## src/rtl/stack_unit.sv

```systemverilog
// Operand stack with single-port storage, sequenced by a small FSM per request.
// Ack latency 1..5 cycles after req depending on pops/push; req ignored while busy.
module stack_unit #(
    parameter int WIDTH = 8,
    parameter int DEPTH = 16
) (
    input  logic                     clk,
    input  logic                     reset,
    input  logic                     req,
    input  logic                     ALUSrc,
    input  logic                     RegWrite,
    input  logic                     push_only,
    input  logic [WIDTH-1:0]         wb_data,
    output logic [WIDTH-1:0]         opa,
    output logic [WIDTH-1:0]         opb,
    output logic                     opnd_valid,
    output logic                     ack,
    output logic                     err,
    output logic                     busy,
    output logic [$clog2(DEPTH):0]   sp,
    output logic                     empty,
    output logic                     full
);

    localparam int AW = $clog2(DEPTH);

    typedef enum logic [2:0] {
        IDLE,
        RD_A,
        RD_B,
        EXEC,
        WRITE,
        DONE,
        ERR
    } state_t;

    state_t state, state_nxt;

    logic             need_two;
    logic             push_res;
    logic [WIDTH-1:0] data_q;
    logic [WIDTH-1:0] mem [DEPTH];
    logic [AW-1:0]    sp_lo;
    logic [AW-1:0]    rd_addr;
    logic [WIDTH-1:0] rd_dat;
    logic [AW:0]      need_req;
    logic [AW:0]      need_cnt;

    assign sp_lo    = sp[AW-1:0];
    // One read port shared by both operand reads: top in RD_A, second in RD_B.
    assign rd_addr  = sp_lo - ((state == RD_B) ? AW'(2) : AW'(1));
    assign rd_dat   = mem[rd_addr];
    assign need_req = ALUSrc ? (AW+1)'(1) : (AW+1)'(2);
    assign need_cnt = need_two ? (AW+1)'(2) : (AW+1)'(1);

    always_ff @(posedge clk or posedge reset) begin
        if (reset) begin
            state <= IDLE;
        end else begin
            state <= state_nxt;
        end
    end

    always_comb begin
        state_nxt = state;
        case (state)
            IDLE: begin
                if (req) begin
                    if (push_only) begin
                        state_nxt = full ? ERR : WRITE;
                    end else if (sp < need_req) begin
                        state_nxt = ERR;
                    end else begin
                        state_nxt = RD_A;
                    end
                end
            end
            RD_A:    state_nxt = need_two ? RD_B : EXEC;
            RD_B:    state_nxt = EXEC;
            EXEC:    state_nxt = push_res ? WRITE : DONE;
            WRITE:   state_nxt = DONE;
            DONE:    state_nxt = IDLE;
            ERR:     state_nxt = IDLE;
            default: state_nxt = IDLE;
        endcase
    end

    always_ff @(posedge clk or posedge reset) begin
        if (reset) begin
            sp       <= '0;
            opa      <= '0;
            opb      <= '0;
            need_two <= 1'b0;
            push_res <= 1'b0;
            data_q   <= '0;
        end else begin
            case (state)
                IDLE: begin
                    if (req) begin
                        need_two <= ~ALUSrc;
                        push_res <= RegWrite;
                        if (push_only) begin
                            data_q <= wb_data;
                        end
                    end
                end
                RD_A: begin
                    opa <= rd_dat;
                    if (!need_two) begin
                        opb <= '0;
                    end
                end
                RD_B: opb <= rd_dat;
                EXEC: begin
                    sp     <= sp - need_cnt;
                    data_q <= wb_data;
                end
                WRITE: sp <= sp + (AW+1)'(1);
                default: ;
            endcase
        end
    end

    // Storage is deliberately left out of reset.
    always_ff @(posedge clk) begin
        if (state == WRITE) begin
            mem[sp_lo] <= data_q;
        end
    end

    assign opnd_valid = (state == EXEC);
    assign ack        = (state == DONE) || (state == ERR);
    assign err        = (state == ERR);
    assign busy       = (state != IDLE);
    assign empty      = (sp == '0);
    assign full       = (sp == (AW+1)'(DEPTH));

endmodule

```

## config.mk

```make
export PLATFORM = sky130hd
export DESIGN_NAME = stack_unit
export DESIGN_NICKNAME = d
export VERILOG_FILES = /design/src/rtl/stack_unit.sv
export SDC_FILE = /design/constraint.sdc
export NUM_CORES = 1
export LEC_CHECK = 0
export CAP_MARGIN = 0
export CORE_AREA = 4 4 116 107
export CTS_BUF_LIST = sky130_fd_sc_hd__clkbuf_8
export DETAILED_ROUTE_END_ITERATION = 6
export DIE_AREA = 0 0 120 111
export PLACE_DENSITY_LB_ADDON = 0.08
export RECOVER_POWER = 100
export SLEW_MARGIN = 20
export SYNTH_ARGS = -nofsm -noshare
export SYNTH_HDL_FRONTEND = slang
export SYNTH_SLANG_ARGS = --single-unit
```

## constraint.sdc

```tcl
create_clock -name clk -period 3.4 [get_ports clk]
set_input_delay 0.68 -clock clk [delete_from_list [all_inputs] [get_ports clk]]
set_output_delay 0.68 -clock clk [all_outputs]
set_load 0.02 [all_outputs]
```

==> impl_metrics.json, run 1 <==
{
  "worstPathArrival_ns": 3.56,
  "hold_class": "flop to flop",
  "end_kind": "flop",
  "ys_warn_count": 0,
  "placedInstanceArea_um2": 7410,
  "synth_most_common_cell": "edfxtp_1",
  "ctsHtreeMaxLevel": 4,
  "ctsHoldBuffers": 0,
  "clockBufferDepth": 2,
  "start_util_pct": 59.9,
  "p_leak_nw": 2.76,
  "holdWs_ns": 0.544,
  "antenna_found_initial": 0,
  "startpoint_type": "flop",
  "ys_ff_latch": 162,
  "dp_hpwl_um": 9050,
  "synth_area_um2": 6740,
  "cts_tree": "yes",
  "pin_count": 41,
  "hold_viol": 0,
  "synthArstFlopShare_pct": 21.0,
  "setup_viol": 0,
  "ant_nets": 0,
  "fin_crit_sh_pct": 94.8,
  "postCtsSetupBuffers": 0,
  "overflow": 0,
  "stdcell_count": 597,
  "port_buffers": 40,
  "rsz0062_at_grt": "false",
  "layout-drive-gt1-share_pct": 17.2,
  "path_clk_slew_ns": 0.09,
  "die_width_um": 120,
  "cts-buffers-inserted": 17,
  "synth_edf_count": 128,
  "gp_congestion": 0.812,
  "drv_cap": 1,
  "syn_to_final_growth_pct": 15.2,
  "status": "complete, but fails checks",
  "timing.final.crit_period_ns": 3.22,
  "clkSinkCount": 162,
  "antennaDiodeCount": 0,
  "synth_cells": 362,
  "design_area_um2": 7760,
  "synth_area_leaders": "edfxtp_1, dfrtp_1, mux4_1, mux4_2, mux2_2",
  "cp_slowest_cell": "fa_1",
  "tns_ns": 0,
  "ys_types": 43,
  "slowest_delay_ns": 0.49,
  "path_cells": "nand2b_1 -> nand2b_1 -> ha_1 -> inv_1 -> fa_1 -> clkbuf_4 -> mux4_2 -> mux2_2 -> a221o_1",
  "critPathKind": "flop to flop",
  "grt_start_max_net_pins": 35,
  "dr.pass1.iters": 4,
  "routed_via_density": 5.95,
  "vdd_ir_drop_max_mv": 0.632,
  "synth_common_cells": "edfxtp_1, dfrtp_1, nor2_1, mux2_2, mux4_1",
  "dieArea_um2": 13300,
  "ys_seq_area_share_pct": 69.7,
  "violations": "capacitance limit, slew limit",
  "gr-usage-all-layers_pct": 22.6,
  "wl_per_cell_um": 23.1,
  "tightest_slew_ns": 1.97,
  "worstPathMaxFanout": 32,
  "vias": 3552,
  "core_um2": 11200,
  "synth_top_area_share_pct": 57.0,
  "finalClockSkew_ns": 0.0148,
  "grt_pass1_wl_um": 21900,
  "routed_wl_um": 13800,
  "worstPathRequired_ns": 3.74,
  "cts_resized": 0,
  "first_iter_violations": 358,
  "yosysTopAreaCell": "edfxtp_1",
  "dieHeight_um": 111,
  "grt_pass1_vias": 3715,
  "max_slew_margin_pct": -31.6,
  "slew_viol_final": 35,
  "p_per_area_nw_per_um2": 1020,
  "final_nets": 451,
  "drc": 0,
  "placedCellCount": 565,
  "final_util_pct": 69.0,
  "syn_nets": 385,
  "clock.fmax_mhz": 310,
  "avgSynthCellArea_um2": 18.6,
  "ys.flop_type": "edfxtp_1",
  "crit_path_frequent_cell": "nand2b_1",
  "rows": 37,
  "cpLargestDelayFamily": "multiplexers",
  "root_buffer": "clkbuf_8",
  "clk_latency_ns": 0.45,
  "path_buf_inv": 2
}
path summary, 6_finish.rpt:
path                       startpoint        end  slack (ns)  depth (start not counted)
hold / removal               push_res   push_res        0.54                          1
max in group asynchronous       reset      sp[2]        0.89                          3
min in group asynchronous       reset  data_q[4]        1.38                          3
setup / recovery             state[0]     opb[0]        0.18                          9
hold reg to reg              push_res   push_res        0.54                          1
setup reg to reg             state[0]     opb[0]        0.18                          9
layout make-up:
| type | count | area [um^2] |
|---|---|---|
| Sequential cell | 162 | 4690 |
| Fill cell | 772 | 3490 |
| Multi-Input combinational cell | 183 | 1930 |
| Timing Repair Buffer | 59 | 510 |
| Clock buffer | 17 | 234 |
| Tap cell | 156 | 195 |
| Clock inverter | 15 | 178 |
| Inverter | 5 | 18.8 |
metrics by stage:
stage / power (mW) / worst slack, ns
after floorplan: 5.54 / 0.387
after global placement: 6.58 / 0.467
after detailed placement: 6.66 / 0.417
after CTS: 8.11 / 0.199
after global routing: 8.37 / 0.0372
final: 7.90 / 0.178
placed cells by master, fill, tap and decap left out, types with 2 or more instances in the layout:
| master | count |
|---|---|
| xnor2_1 | 4 |
| clkbuf_8 | 17 |
| clkinvlp_4 | 2 |
| nand3_1 | 3 |
| bufinv_16 | 4 |
| nor2_1 | 28 |
| mux4_2 | 15 |
| a221o_1 | 16 |
| and2_1 | 8 |
| inv_1 | 10 |
| ha_1 | 7 |
| clkbuf_1 | 12 |
| mux2_1 | 3 |
| nand3b_1 | 2 |
| a21oi_1 | 9 |
| dfrtp_1 | 34 |
| fa_1 | 2 |
| and2b_1 | 3 |
| nand2_1 | 10 |
| buf_4 | 5 |
| edfxtp_1 | 128 |
| mux4_1 | 17 |
| clkinv_2 | 3 |
| mux2_2 | 24 |
| nor2b_1 | 6 |
| o21ai_0 | 5 |
| clkdlybuf4s50_1 | 12 |
| a21o_1 | 3 |
| dlygate4sd3_1 | 28 |
| nand2b_1 | 5 |
cells by family (layout without fill, tap and decap cells):
| logic type | count (synthesis) | in the layout | synth area share [%] |
|---|---|---|---|
| xor gates and xnor gates | 6 | 6 | 0.891 |
| buffers and inverters | 17 | 96 | 1.65 |
| and+or+nand+nor | 72 | 72 | 5.39 |
| muxes | 60 | 60 | 16.3 |
| DFF | 162 | 162 | 69.7 |
| AOI/OAI and AO/OA | 36 | 36 | 4.20 |
| adders and majority gates | 9 | 9 | 1.89 |
routing by layer:
layer / track usage [%] / up-vias / wire, um
met1: 31.9 / 1798 / 5940
met2: 34.1 / 158 / 6530
met5: 0 / - / 0
met3: 7.24 / 10 / 1160
li1: - / 1586 / -
met4: 6.95 / 0 / 140
worst reg2reg max path, stage by stage (launching register included):
cell	delay [ns]
dfrtp_1	0.42
nand2b_1	0.21
nand2b_1	0.24
ha_1	0.18
inv_1	0.06
fa_1	0.50
clkbuf_4	0.45
mux4_2	0.40
mux2_2	0.30
a221o_1	0.36
state kept, by name, summed over array words and instances (netlist names):
name and count:
sp 5, data_q 8, opb 8, opa 8, state 3, mem 128, need_two 1, push_res 1
power by group:
part | internal [mW] | switching, mW | leakage [nW]
clock network | 0.784 | 0.656 | 0.222
logic | 1.72 | 1.70 | 0.968
registers | 2.61 | 0.425 | 1.57
total | 5.12 | 2.78 | 2.76
(Power assumes the default switching activity.)
==> inputs of run 2 (changes only) <==
--- a/config.mk
+++ b/config.mk
@@ -10,8 +10,9 @@
 export CTS_BUF_LIST = sky130_fd_sc_hd__clkbuf_8
 export DETAILED_ROUTE_END_ITERATION = 6
 export DIE_AREA = 0 0 120 111
-export PLACE_DENSITY_LB_ADDON = 0.08
+export PLACE_DENSITY = 0.86
 export RECOVER_POWER = 100
+export SKIP_CTS_REPAIR_TIMING = 1
 export SLEW_MARGIN = 20
 export SYNTH_ARGS = -nofsm -noshare
 export SYNTH_HDL_FRONTEND = slang
==> impl_metrics.json, run 2 (same netlist as run 1, synthesis figures left out) <==
{
  "worstPathArrival_ns": 2.57,
  "clkSinkCount": 162,
  "rows": 37,
  "layout_common_cells": "edfxtp_1, dfrtp_1, nor2_1, dlygate4sd3_1, mux2_2",
  "clockPowerShare_pct": 19.2,
  "dieArea_um2": 13300,
  "antennaDiodeCount": 0,
  "combPwrFrac_pct": 43.1,
  "die_width_um": 120,
  "layout-drive-gt1-share_pct": 17.7,
  "dr.pass1.iters": 5,
  "wl_per_cell_um": 23.1,
  "critPathKind": "flop to output pin",
  "dp_hpwl_um": 8900,
  "dieHeight_um": 111,
  "violations": "capacitance limit, slew limit",
  "intPower_mw": 5.16,
  "max_slew_margin_pct": -26.5,
  "gp_congestion": 0.855,
  "final_common_cell": "edfxtp_1",
  "final_nets": 439,
  "slowest_delay_ns": 0.69,
  "vdd_ir_drop_max_mv": 0.680,
  "p_per_area_nw_per_um2": 1050,
  "startpoint_type": "flop",
  "rr_endpoint": "opb[2]",
  "vias": 3622,
  "top_register": "mem",
  "finalClockSkew_ns": 0.0119,
  "path_clk_slew_ns": 0.09,
  "tightest_slew_ns": 1.90,
  "gr-usage-all-layers_pct": 21.9,
  "pin_count": 41,
  "r2r_slack_ns": 0.19,
  "overflow": 0,
  "first_iter_violations": 378,
  "grt_start_max_net_pins": 35,
  "worstPathMaxFanout": 11,
  "slew_viol_final": 35,
  "end_kind": "output pin",
  "p_leak_nw": 2.74,
  "cpLargestDelayFamily": "simple AND/OR/NAND/NOR gates",
  "fin_crit_sh_pct": 95.5,
  "hold_viol": 0,
  "hold_class": "flop to flop",
  "timing.final.crit_period_ns": 3.25,
  "setup_viol": 0,
  "min_from": "sp[4]",
  "core_um2": 11200,
  "clock.fmax_mhz": 308,
  "worstPathRequired_ns": 2.72,
  "ant_nets": 0,
  "routed_wl_um": 13500,
  "tns_ns": 0,
  "holdPathStages": 1,
  "p_sw_mw": 2.98,
  "grt_pass1_wl_um": 21500,
  "rsz0062_at_grt": "false",
  "hold_end": "sp[4]",
  "ctsHtreeMaxLevel": 4,
  "rr_worst_depth": 9,
  "grt_pass1_vias": 3782,
  "pwr-share-seq_pct": 37.7,
  "clk_latency_ns": 0.44,
  "path_cells": "or2_1 -> nor4b_1 -> clkdlybuf4s50_1",
  "largest_reg_flops": 128,
  "switching_share_pct": 36.6,
  "finalPower_mw": 8.14,
  "port_buffers": 40,
  "clockBufferDepth": 2,
  "start_util_pct": 59.9,
  "root_buffer": "clkbuf_8",
  "regToRegStartpoint": "state[0]",
  "syn_to_final_growth_pct": 14.9,
  "path_buf_inv": 1,
  "cts_tree": "yes",
  "cp_slowest_cell": "clkdlybuf4s50_1",
  "antenna_found_initial": 0,
  "drv_cap": 1,
  "cts-buffers-inserted": 17,
  "nFillCells": 688,
  "status": "complete, but fails checks",
  "drc": 0,
  "routed_via_density": 6.19
}
[run 2: cell types whose count changed in the layout (fill, tap and decap cells not counted), moves of 2 or more]
cell,change
clkinv_2,-2
clkinvlp_4,-2
mux2_1,+2
inv_8,+4
buf_4,-3
mux2_2,-2
inv_6,+3
clkbuf_1,-10
inv_1,-5
[run 2: cell type report]
type	instances	area, um^2	area share (%)
Clock buffer	17	234	3.02
Clock inverter	15	218	2.81
Inverter	5	18.8	0.242
Multi-Input combinational cell	183	1930	24.9
Sequential cell	162	4690	60.6
Tap cell	156	195	2.52
Timing Repair Buffer	47	455	5.88
[run 2: worst max path at each step]
| stage | startpoint | endpoint | slack [ns] | cells after the start |
|---|---|---|---|---|
| floorplan | state[2] | opa[1] | 0.39 | 10 |
| global placement | state[1] | opb[2] | 0.40 | 9 |
| detailed placement | state[0] | opb[2] | 0.27 | 9 |
| CTS | sp[1] | full | 0.13 | 3 |
| global route | sp[1] | full | 0.02 | 3 |
| finish | sp[1] | full | 0.15 | 3 |
[run 2: worst reg2reg max path: cells and delay by family, from the launching register on]
| family | cells | cell delay [ns] |
|---|---|---|
| muxes | 2 | 0.69 |
| DFF | 1 | 0.43 |
| adders and majority gates | 2 | 0.75 |
| AOI/OAI and AO/OA | 1 | 0.35 |
| and+or+nand+nor | 2 | 0.49 |
| buffers and inverters | 2 | 0.38 |
[run 2: power by group through the flow]
stage,Combinational [mW],Sequential (mW),Clock [mW]
final,3.51,3.07,1.57
after global routing,3.76,3.13,1.68
after CTS,3.62,3.08,1.58
after detailed placement,3.58,3.12,0
after global placement,3.48,3.08,0
after floorplan,2.52,3.02,0
[run 2: through the flow]
stage,cells,hold slack (ns),utilization (%),setup WS (ns),cell area [um^2]
final,585,0.550,68.8,0.154,7740
after detailed placement,553,0.515,65.0,0.268,7310
after floorplan,362,0.479,-,0.387,6740
after global placement,553,0.517,65.0,0.403,7310
after global routing,585,0.561,68.8,0.0174,7740
after CTS,585,0.554,69.0,0.134,7760
[run 2: metal layers]
metal / up-vias / track usage (%) / wire (um)
met4: 0 / 9.69 / 506
li1: 1568 / - / -
met1: 1791 / 29.8 / 5370
met5: - / 0 / 0
met3: 39 / 5.87 / 1100
met2: 224 / 33.6 / 6560
==> patch: new RTL, config.mk and constraints of run 2 <==
Encoding of `state_t`: now one-hot (7 bits for 7 states).
--- a/src/rtl/stack_unit.sv
+++ b/src/rtl/stack_unit.sv
@@ -25,12 +25,12 @@
     localparam int AW = $clog2(DEPTH);
 
-    typedef enum logic [2:0] {
-        IDLE,
-        RD_A,
-        RD_B,
-        EXEC,
-        WRITE,
-        DONE,
-        ERR
+    typedef enum logic [6:0] {
+        IDLE  = 7'b0000001,
+        RD_A  = 7'b0000010,
+        RD_B  = 7'b0000100,
+        EXEC  = 7'b0001000,
+        WRITE = 7'b0010000,
+        DONE  = 7'b0100000,
+        ERR   = 7'b1000000
     } state_t;
 
Formal check against the unedited RTL: no difference found for any inputs over 10 cycles, from zero or initial values and one cycle with reset high; not proved beyond that.
==> patch against run 2 <==
The flow still finishes with violations (max-capacitance violations, max-slew violations). Global-route usage grew 3.2 points. Worst hold slack worse by 0.046 ns. Setup slack got worse by 0.033 ns. Critical path depth increased by 7. Sequential cell count up 4. Area after synthesis up 5.4%. Wire length grew 19%. Die area is the same. Cell area up 4.6%. Power increased by 0.24%. Via count increased by 24%.
==> patch: results (changes against run 2) <==
Clock tree
  – Clock transition at the registers of the reported paths: 0.09 ns (about the same)
  – CTS Buf Count: 17 (unchanged)
  – # H-tree levels: 4 (unchanged)
  – Clock latency at the later pin of the worst-skew pair: between 0.4 and 0.5 ns
  – Root buf cell: clkbuf_8 (unchanged)

Critical path
  – CP max-delay cell: fa_4 (was clkdlybuf4s50_1)
  – WP data arrival: 3.58 ns (was 2.57 ns)
  – Max incr delay on CP: 0.80 ns (was 0.69 ns)
  – R2r setup slk: 0.12 ns (was 0.19 ns)
  – Critical path's top delay family: simple AND/OR/NAND/NOR gates (unchanged)
  – CP Max Fanout: 25 (was 11)

GRT
  – Largest net degree at the start of global routing: 40 (was 35)
  – Vias in the first global route: 4461 (was 3782)
  – Tot GR Track Use: 0.2504 (was 0.2189)
  – Global-route wire length before repair: 25070 µm (was 21530 µm)

Cells and area
  – Max FFs per register: 128 (unchanged)
  – Nets@finish: 570 (was 439)
  – Biggest register: mem (unchanged)
  – Antenna Cells: 0 (unchanged)
  – Finished Layout Cells: 716 (was 585)
  – Layout cells sized above 1: 0.1214 (was 0.1772)
  – FILL cells: 716 (was 688)

Placement
  – Final Wtd Congestion: 0.8443 (was 0.8548)
  – Placed cell area: 0.007731 mm² (was 0.007308 mm²)
  – Cells after DPL: 684 (was 553)
  – IO buf count: 40 (unchanged)
  – DP HPWL: 10700 µm (was 8904 µm)

Drt
  – Avg Vias per Cell: 6.265 (was 6.191)
  – TritonRoute pass-1 iters: 6 (was 5)
  – Total Wirelength: 16060 µm (was 13530 µm)
  – Initial detailed-routing violation count: 513 (was 378)

Yosys
  – Synth Flop Type: edfxtp_1 (unchanged)
  – Number of synthesized flops with an enable pin: 128 (unchanged)
  – Net Count, Synth: 523 (was 385)
  – Synth unique cells: 45 (was 43)
  – Top post-synthesis cells by count: 128 x edfxtp_1, 70 x nand3_1, 68 x mux2i_1 (was 128 x edfxtp_1, 34 x dfrtp_1, 28 x nor2_1)
  – Ys async rst share: 0.2289 (was 0.2099)
  – Sequential share of the synthesized area: 0.6752 (was 0.6968)
  – Avg Synthesized Cell Area: 14.21 µm² (was 18.61 µm²)
  – Synth area leaders: edfxtp_1 54%, dfrtp_1 13%, mux2i_1 9.6% (was edfxtp_1 57%, dfrtp_1 13%, mux4_1 6.6%)
  – Synth Warn #: 0 (unchanged)

Worst hold path
  – Hold Crit Class: reg2reg (unchanged)

STA
  – Worst Max-Slew Pin Slew: 2.072 ns (was 1.898 ns)
  – Final Hold Slack: 0.5035 ns (was 0.5499 ns)
  – Count of pins over their slew limit: 39 (was 35)
  – Clock skew: 0.01720 ns (was 0.01194 ns)

Pwr
  – LEAKAGE: 0.003059 µW (was 0.002741 µW)
  – Peak VDD IR: 0.7297 mV (was 0.6804 mV)

Outcome
  – Status: finished with violations (unchanged)
  – Failing checks: max-capacitance violations, max-slew violations (unchanged)

Flow run
  – Max Cap Viol: 1 (unchanged)
## patch: report_power, final
part           internal, µW  switching [µW]
logic                  1530            2170
clock network           595             747
registers              2660             458
total                  4790            3370
## patch: layout make-up
type	instances	area share
multi-input combinational	300	0.2679
inverter	11	0.005099
tap	156	0.02410
clock buffer	17	0.02889
timing repair buffer	51	0.06381
clock inverter	15	0.01792
sequential	166	0.5922
## patch: worst register-to-register path: stages (launching register included)
cell      delay, ns
dfrtp_1        0.46
nor4_4         0.35
nand3b_1       0.15
buf_4          0.19
fa_4           0.80
buf_12         0.22
mux2i_2        0.37
nand3_1        0.14
nand4_1        0.20
mux2_2         0.19
a21oi_1        0.07
## patch: worst paths after layout
| path | depth (start not counted) | startpoint | end |
|---|---|---|---|
| min in group asynchronous | 3 | reset | opb[0] |
| setup / recovery | 10 | state[4] | opa[1] |
| hold / removal | 1 | push_res | state[5] |
| hold reg to reg | 1 | push_res | state[5] |
| max in group asynchronous | 3 | reset | data_q[1] |
| setup reg to reg | 10 | state[4] | opa[1] |
## patch: routing by layer
layer | vias to the layer above | part of all wire | track usage
met1 | 2220 | 0.42 | 0.3599
li1 | 1979 | - | -
met3 | 34 | 0.081 | 0.05459
met4 | 0 | 0.020 | 0.08244
met2 | 253 | 0.48 | 0.3850
met5 | - | 0 | 0
## patch: cell families (layout without fill, tap and decap cells)
kind of cell,count (synthesis),after routing,synth area share
adders and majority gates,9,9,0.01797
and+or+nand+nor,171,171,0.1293
xor gates and xnor gates,7,7,0.008631
AOI/OAI and AO/OA,29,29,0.02642
buffers and inverters,34,94,0.02131
DFF,166,166,0.6752
muxes,84,84,0.1212
## patch: stage by stage
stage               power [µW]  utilization    TNS, ns  worst slack (ns)
detailed placement        6856       0.6872          0           0.07102
CTS                       8188       0.7209          0           0.04495
floorplan                 5512            -          0            0.5335
finish                    8162       0.7198          0            0.1214
global route              8511       0.7198  -0.003058         -0.003058
global placement          6727       0.6872          0            0.2369
